### src/rtl/sync_down_pkg.sv
// -----------------------------------------------------------------------------
// sync_down_pkg
//   Shared definitions for the sync_down_counter block.
//   - WIDTH_DEF : default counter width in bits
//   - state_t   : controller state encoding (IDLE / RUN / DONE); the code
//                 2'd3 is unused and is steered back to IDLE by the FSM.
// -----------------------------------------------------------------------------
package sync_down_pkg;

  localparam int WIDTH_DEF = 4;

  typedef enum logic [1:0] {
    S_IDLE = 2'd0,
    S_RUN  = 2'd1,
    S_DONE = 2'd2
  } state_t;

endpackage : sync_down_pkg

### src/rtl/dcnt_core.sv
// -----------------------------------------------------------------------------
// dcnt_core
//   Datapath of the down counter: count register Q, reload register RLD,
//   decrement, reload and zero detect. All sequencing decisions come from the
//   controller in the top level through the strobes below.
//
// Ports
//   clk      in   rising-edge clock
//   rst_n    in   asynchronous active-low reset (clears Q and RLD)
//   i_ld     in   load strobe: Q <= i_d and RLD <= i_d
//   i_d      in   load value
//   i_dec    in   decrement strobe: Q <= Q - 1
//   i_reload in   terminal-count reload strobe: Q <= RLD
//   o_q      out  registered count value
//   o_zero   out  combinational Q == 0
// -----------------------------------------------------------------------------
module dcnt_core
  import sync_down_pkg::*;
#(
  parameter int WIDTH = WIDTH_DEF
) (
  input  logic             clk,
  input  logic             rst_n,
  input  logic             i_ld,
  input  logic [WIDTH-1:0] i_d,
  input  logic             i_dec,
  input  logic             i_reload,
  output logic [WIDTH-1:0] o_q,
  output logic             o_zero
);

  logic [WIDTH-1:0] r_q;
  logic [WIDTH-1:0] r_rld;
  logic [WIDTH-1:0] w_q_dec;

  // Plain modulo-2^WIDTH decrement; the controller never requests it at
  // zero, so the all-ones wrap never reaches the register.
  assign w_q_dec = r_q - WIDTH'(1);

  // Load wins over everything; reload and decrement are mutually exclusive
  // by construction (one needs Q==0, the other Q!=0).
  always_ff @(posedge clk or negedge rst_n) begin
    if (!rst_n) begin
      r_q   <= '0;
      r_rld <= '0;
    end else if (i_ld) begin
      r_q   <= i_d;
      r_rld <= i_d;
    end else if (i_reload) begin
      r_q   <= r_rld;
    end else if (i_dec) begin
      r_q   <= w_q_dec;
    end
  end

  assign o_q    = r_q;
  assign o_zero = (r_q == '0);

endmodule : dcnt_core

### src/rtl/sync_down_counter.sv
// -----------------------------------------------------------------------------
// sync_down_counter
//   Loadable synchronous down counter with one-shot / auto-reload modes.
//   The top level holds the IDLE/RUN/DONE controller, the DONE flag register
//   and the borrow-out; the count datapath lives in dcnt_core.
//
// Ports
//   clk   in   rising-edge clock
//   rst_n in   asynchronous active-low reset
//   EN    in   count enable
//   LD    in   synchronous load strobe (priority over EN), any state -> RUN
//   D     in   load / reload value
//   MODE  in   0 = one-shot, 1 = auto-reload; looked at on terminal count
//   Q     out  registered count value
//   BO    out  combinational borrow-out: RUN & EN & Q==0 & ~LD
//   DONE  out  registered, high while the controller is in DONE
// -----------------------------------------------------------------------------
module sync_down_counter
  import sync_down_pkg::*;
#(
  parameter int WIDTH = WIDTH_DEF
) (
  input  logic             clk,
  input  logic             rst_n,
  input  logic             EN,
  input  logic             LD,
  input  logic [WIDTH-1:0] D,
  input  logic             MODE,
  output logic [WIDTH-1:0] Q,
  output logic             BO,
  output logic             DONE
);

  state_t r_state;
  state_t w_state_nxt;
  logic   r_done;

  logic   w_run;
  logic   w_zero;
  logic   w_cnt_en;
  logic   w_tc;
  logic   w_dec;
  logic   w_reload;

  // Counting only happens in RUN with no load pending; a terminal count is
  // an enabled cycle that finds Q already at zero.
  assign w_run    = (r_state == S_RUN);
  assign w_cnt_en = w_run & EN & ~LD;
  assign w_tc     = w_cnt_en & w_zero;
  assign w_dec    = w_cnt_en & ~w_zero;
  assign w_reload = w_tc & MODE;

  assign BO = w_tc;

  dcnt_core #(
    .WIDTH (WIDTH)
  ) u_core (
    .clk      (clk),
    .rst_n    (rst_n),
    .i_ld     (LD),
    .i_d      (D),
    .i_dec    (w_dec),
    .i_reload (w_reload),
    .o_q      (Q),
    .o_zero   (w_zero)
  );

  always_ff @(posedge clk or negedge rst_n) begin
    if (!rst_n) begin
      r_state <= S_IDLE;
      r_done  <= 1'b0;
    end else begin
      r_state <= w_state_nxt;
      // DONE is registered from the next state so it tracks the state
      // register exactly, including being cleared by the exiting load.
      r_done  <= (w_state_nxt == S_DONE);
    end
  end

  always_comb begin
    w_state_nxt = r_state;
    case (r_state)
      S_IDLE: begin
        if (LD) w_state_nxt = S_RUN;
      end
      S_RUN: begin
        // One-shot terminal count parks in DONE with Q held at zero;
        // auto-reload stays in RUN while the core reloads Q from RLD.
        if (LD)                w_state_nxt = S_RUN;
        else if (w_tc & ~MODE) w_state_nxt = S_DONE;
      end
      S_DONE: begin
        if (LD) w_state_nxt = S_RUN;
      end
      default: begin
        // The unused code recovers to IDLE. A simultaneous load still goes
        // to RUN because the datapath captures D on LD regardless of state.
        w_state_nxt = LD ? S_RUN : S_IDLE;
      end
    endcase
  end

  assign DONE = r_done;

endmodule : sync_down_counter

### config.mk
export PLATFORM = sky130hd
export DESIGN_NAME = sync_down_counter
export DESIGN_NICKNAME = d
export VERILOG_FILES = /design/src/rtl/sync_down_pkg.sv /design/src/rtl/dcnt_core.sv /design/src/rtl/sync_down_counter.sv
export SDC_FILE = /design/constraint.sdc
export NUM_CORES = 1
export LEC_CHECK = 0
export CORE_MARGIN = 4
export CORE_UTILIZATION = 45
export CTS_CLUSTER_DIAMETER = 150
export DETAILED_ROUTE_END_ITERATION = 10
export DONT_BUFFER_PORTS = 1
export PLACE_DENSITY = 0.6
export SLEW_MARGIN = 20
export SYNTH_ARGS = -nofsm -noshare
export SYNTH_HDL_FRONTEND = slang
export SYNTH_SLANG_ARGS = --single-unit
### constraint.sdc
create_clock -name clk -period 3.9 [get_ports clk]
set_clock_uncertainty 0.05 [all_clocks]
set_input_delay 0.975 -clock clk [delete_from_list [all_inputs] [get_ports clk]]
set_output_delay 0.975 -clock clk [all_outputs]
set_load 0.1 [all_outputs]
==> out/metrics.csv, run 1 <==
metric;value;unit
synth-compound-area-share;18.0;%
slew_viol_final;0;
power.density;471;mW/mm^2
cts-root-buf;clkbuf_4;
synth_cell_types;33;
post_cts_buffers;0;
maxCapViolations;0;
synth_warnings;0;
wl;1.21;mm
maxSlewHeadroom;30.6;%
synth_nets;74;
final_cell_mix;dfrtp_1 (11), inv_1 (6), nand2_1 (5);
fin_nets;79;
cts_tree;yes;
yosysSeqAreaShare;43.1;%
drt-initial-drc-count;4;
grt_usage;14.4;%
port_buffers;0;
grt_pass1_wl;2.10;mm
synth_top_family_by_area;simple AND/OR/NAND/NOR gates;
finalCritPeriodShare;78.3;%
fin_crit;3050;ps
critPathKind;flip-flop to output pin;
numCtsBuffers;3;
synth_fa_ha_area_share;3.92;%
vias_per_cell;5.54;
wl_per_cell;14.8;um
cts_sinks;11;
synth_mux_area_share;5.10;%
place_congestion;0.788;
htree_num_levels;1;
fin_area;681;sq um
pre_cts_ws;946;ps
finalNonFillerCells;82;
cp-end-kind;output pin;
ir_worst_vdd;240;uV
dp_cells;78;
placed_area;653;sq um
setup_tns;0;ps
worst_pin_slew;1040;ps
die_x;45.7;um
netlist.area_leader.share;43.1;%
drc;0;
ant_nets;0;
syn_area_per_cell;10.1;sq um
fmax;327;MHz
grt_pass1_vias;456;
start_util;48.4;%
synth_top_cell_by_area;dfrtp_1;
grt_remaining_overflow;0;
arrival;2030;ps
p_leak;0.298;nW
rows;13;
hp-class;primary input to asynchronous set/reset pin;
status;finished clean;
cts_resized;0;
worstPathMaxFanout;7;
n_antenna_cell;0;
rsz0062_at_grt;no;
layout_commonest_cell;dfrtp_1;
grt_max_degree;18;
dr.pass1.iters;3;
netlist_instances;63;
final_layout_size_suffix_gt1_share;20.9;%
setup_violations;0;
cts_buffer_depth;2;
ios;15;
synth_area;638;sq um
required;2870;ps
vias;454;
die_area;0.00208;sq mm
synth_simple_gate_area_share;21.6;%
clk_latency;270;ps
synth_xor_area_share;0;%
synth_area_leaders;dfrtp_1 (43%), ha_1 (3.9%), nor4bb_4 (3.9%);
clk_pin_slew;70;ps
cp-start-kind;flip-flop;
synth_seq_cells;11;
dp.final_hpwl;904;um
antenna_found_initial;0;
core;0.00132;sq mm
hold_viol_final;0;
cts_hold_buf;0;
syn2layout_area_growth;6.67;%
die_h;45.7;um
fin_ws;845;ps
## final timing paths
kind | endpoint | cells past startpoint | from | slack, ps
setup / recovery | BO | 2 | u_core.o_q[3] | 850
hold / removal | u_core.r_rld[3] | 0 | rst_n | 340
setup reg to reg | r_state[0] | 4 | u_core.o_q[3] | 1680
hold reg to reg | u_core.r_rld[3] | 1 | u_core.r_rld[3] | 470
max in group asynchronous | r_state[0] | 0 | rst_n | 3390
min in group clk | u_core.r_rld[3] | 1 | u_core.r_rld[3] | 470
## power by group
part	internal [mW]	switching, mW	leakage [nW]
logic	0.0291	0.0633	0.147
clock network	0.0380	0.0395	0.0177
registers	0.124	0.0262	0.133
total	0.192	0.129	0.298
## registers in the layout (all words and copies together), names as in the netlist
signal and flops:
DONE 1, u_core.o_q 4, r_state 2, u_core.r_rld 4
## cells by family after synthesis
kind of cell	Yosys count
muxes	3
DFF	11
buffers and inverters	10
adders and majority gates	2
and+or+nand+nor	19
AOI/OAI and AO/OA	18
## cell usage after synthesis
cell type  count
and3b_1        1
o21ai_0        4
and2_4         1
clkbuf_1       1
mux2_1         1
nand2b_1       1
o21a_1         1
nand3_1        1
or3b_1         1
a22oi_1        1
mux2_2         1
or4b_1         1
nor2_1         4
inv_1          6
mux2i_1        1
a21oi_1        2
o211ai_1       1
o21ai_1        2
a31oi_1        2
nand2b_4       1
o22ai_1        1
o31ai_1        1
nor3_1         1
nand2_1        5
a32oi_1        1
a31o_1         1
dfrtp_1       11
inv_2          1
nor4bb_4       1
a21oi_2        1
nor3b_2        1
buf_6          2
ha_1           2
## per-layer routing
metal / vias up / GRT usage (%) / wire length (um)
met4: 0 / 3.51 / 0
met3: 0 / 7.51 / 90
li1: 233 / - / -
met2: 14 / 21.2 / 565
met1: 207 / 18.5 / 553
met5: - / 0 / 0
## critical path: stages (launching register included)
cell	delay [ps]
dfrtp_1	780
nor3b_2	540
and2_4	430
## per-stage QoR
stage | total power, mW | utilization [%] | hold slack [ps]
2_1_floorplan | 0.233 | - | 423
4_1_cts | 0.325 | 51.7 | 329
3_3_place_gp | 0.244 | 49.6 | 441
6_report | 0.321 | 51.7 | 336
3_5_place_dp | 0.246 | 49.6 | 451
5_1_grt | 0.341 | 51.7 | 311
## area by class of cell
type / instances / area [sq um]
multi-input cells: 42 / 310
clock buffers: 3 / 22.5
fillers: 117 / 637
well taps: 15 / 18.8
inverters: 7 / 26.3
clock inverters: 1 / 5.00
repair buffers: 3 / 22.5
flip-flops and latches: 11 / 275
Note: power is estimated with default switching activity, not from simulation.
==> inputs of run 2 (changes only) <==
- PLACE_DENSITY: 0.6 -> 0.62
- clock period: 3.9 -> 2.8 ns (I/O delays scaled with it)
==> out/metrics.csv, run 2 (synthesized netlist as in run 1, its figures left out) <==
metric;value;unit
status;finished clean;
placed_area;668;sq um
numCtsBuffers;3;
fin_nets;81;
cts-root-buf;clkbuf_4;
cts_sinks;11;
fin_crit;2490;ps
slew_viol_final;0;
worst_pin_slew;869;ps
maxSlewHeadroom;42.1;%
hold_viol_final;0;
clk_latency;270;ps
drt-initial-drc-count;9;
grt_pass1_wl;2.03;mm
wl;1.25;mm
top_usage_layer;met2;
final_cell_mix;dfrtp_1 (11), inv_1 (6), nand2_1 (5), buf_4 (5);
seq_area;275;sq um
grtUsageMet1;16.4;%
dr.pass1.iters;4;
n_antenna_cell;0;
pre_cts_ws;591;ps
die_area;0.00208;sq mm
drc;0;
startpoint;u_core.o_q[0];
critPathMaxStageDelay;430;ps
worst-path-buf-inv;1;
cts_buffer_depth;2;
critPathTopFamily;simple AND/OR/NAND/NOR gates;
met2_usage;22.3;%
fin_area;694;sq um
hp-class;primary input to asynchronous set/reset pin;
cp-start-kind;flip-flop;
clk_pin_slew;80;ps
fin_ws;307;ps
wl_per_cell;14.9;um
port_buffers;0;
finalCritPeriodShare;89.0;%
syn2layout_area_growth;8.82;%
worstPathMaxFanout;6;
start_util;48.4;%
vias;500;
rr_startpoint;u_core.o_q[0];
dp.final_hpwl;912;um
ios;15;
ir_worst_vdd;340;uV
multi_input_area;310;sq um
htree_num_levels;1;
vias_per_cell;5.95;
cts_resized;0;
arrival;1740;ps
rows;13;
fmax;401;MHz
grt_usage;14.2;%
core;0.00132;sq mm
grt_pass1_vias;474;
grt_remaining_overflow;0;
layout_commonest_cell;dfrtp_1;
cts_tree;yes;
critPathKind;flip-flop to output pin;
die_x;45.7;um
die_h;45.7;um
crit_chain;inv_1, ha_1, nor3b_2, and2_4;
final_layout_size_suffix_gt1_share;21.7;%
p_leak;0.305;nW
post_cts_buffers;0;
required;2050;ps
ant_nets;0;
critical_path.slowest_cell;and2_4;
use_met3;8.30;%
grt_max_degree;18;
place_congestion;0.747;
fillers;124;
antenna_found_initial;0;
maxCapViolations;0;
reg2reg_slack;860;ps
cts_hold_buf;0;
rsz0062_at_grt;no;
setup_violations;0;
cp-end-kind;output pin;
power.density;660;mW/mm^2
setup_tns;0;ps
[run 2: changes by cell type in the layout (fill, tap and decap cells not counted)]
cell      change
buf_4         +2
clkbuf_1      +1
clkinv_2      -1
[run 2: metrics by stage]
stage / std cells / utilization, % / hold WS [ps] / power (mW)
final: 84 / 52.7 / 59.2 / 0.458
after CTS: 84 / 52.7 / 50.1 / 0.463
after detailed placement: 80 / 50.7 / 355 / 0.350
after global routing: 84 / 52.7 / 39.7 / 0.484
after global placement: 80 / 50.7 / 355 / 0.348
after floorplan: 63 / - / 354 / 0.325
[run 2: worst reg2reg max path, stage by stage, from the launching register on]
cell and delay (ps):
dfrtp_1 380, inv_1 80, ha_1 190, nor3b_2 390
and2_4 430, nand2b_4 90, a31o_1 220
[run 2: power breakdown]
part / leakage, nW / internal [mW] / total, mW / switching [mW]
registers: 0.133 / 0.174 / 0.184 / 0.0100
clock network: 0.0150 / 0.0552 / 0.110 / 0.0552
logic: 0.157 / 0.0457 / 0.163 / 0.118
[run 2: path summary, 6_finish.rpt]
path / endpoint / cells after the start
max: BO / 4
min: u_core.r_rld[0] / 0
max reg2reg: r_state[0] / 6
min reg2reg: u_core.r_rld[3] / 1
max in group asynchronous: u_core.o_q[2] / 0
min in group clk: r_state[1] / 1
[run 2: area by class of cell]
type | instances | area share, %
inverter | 7 | 3.78
timing repair buffer | 5 | 5.41
tap | 15 | 2.70
sequential | 11 | 39.6
clock buffer | 4 | 3.78
multi-input combinational | 42 | 44.7
[run 2: layer usage]
layer,part of all wire (%),up-vias
met3,12,4
met4,0.88,0
met1,41,237
met2,46,27
met5,0,-
li1,-,232
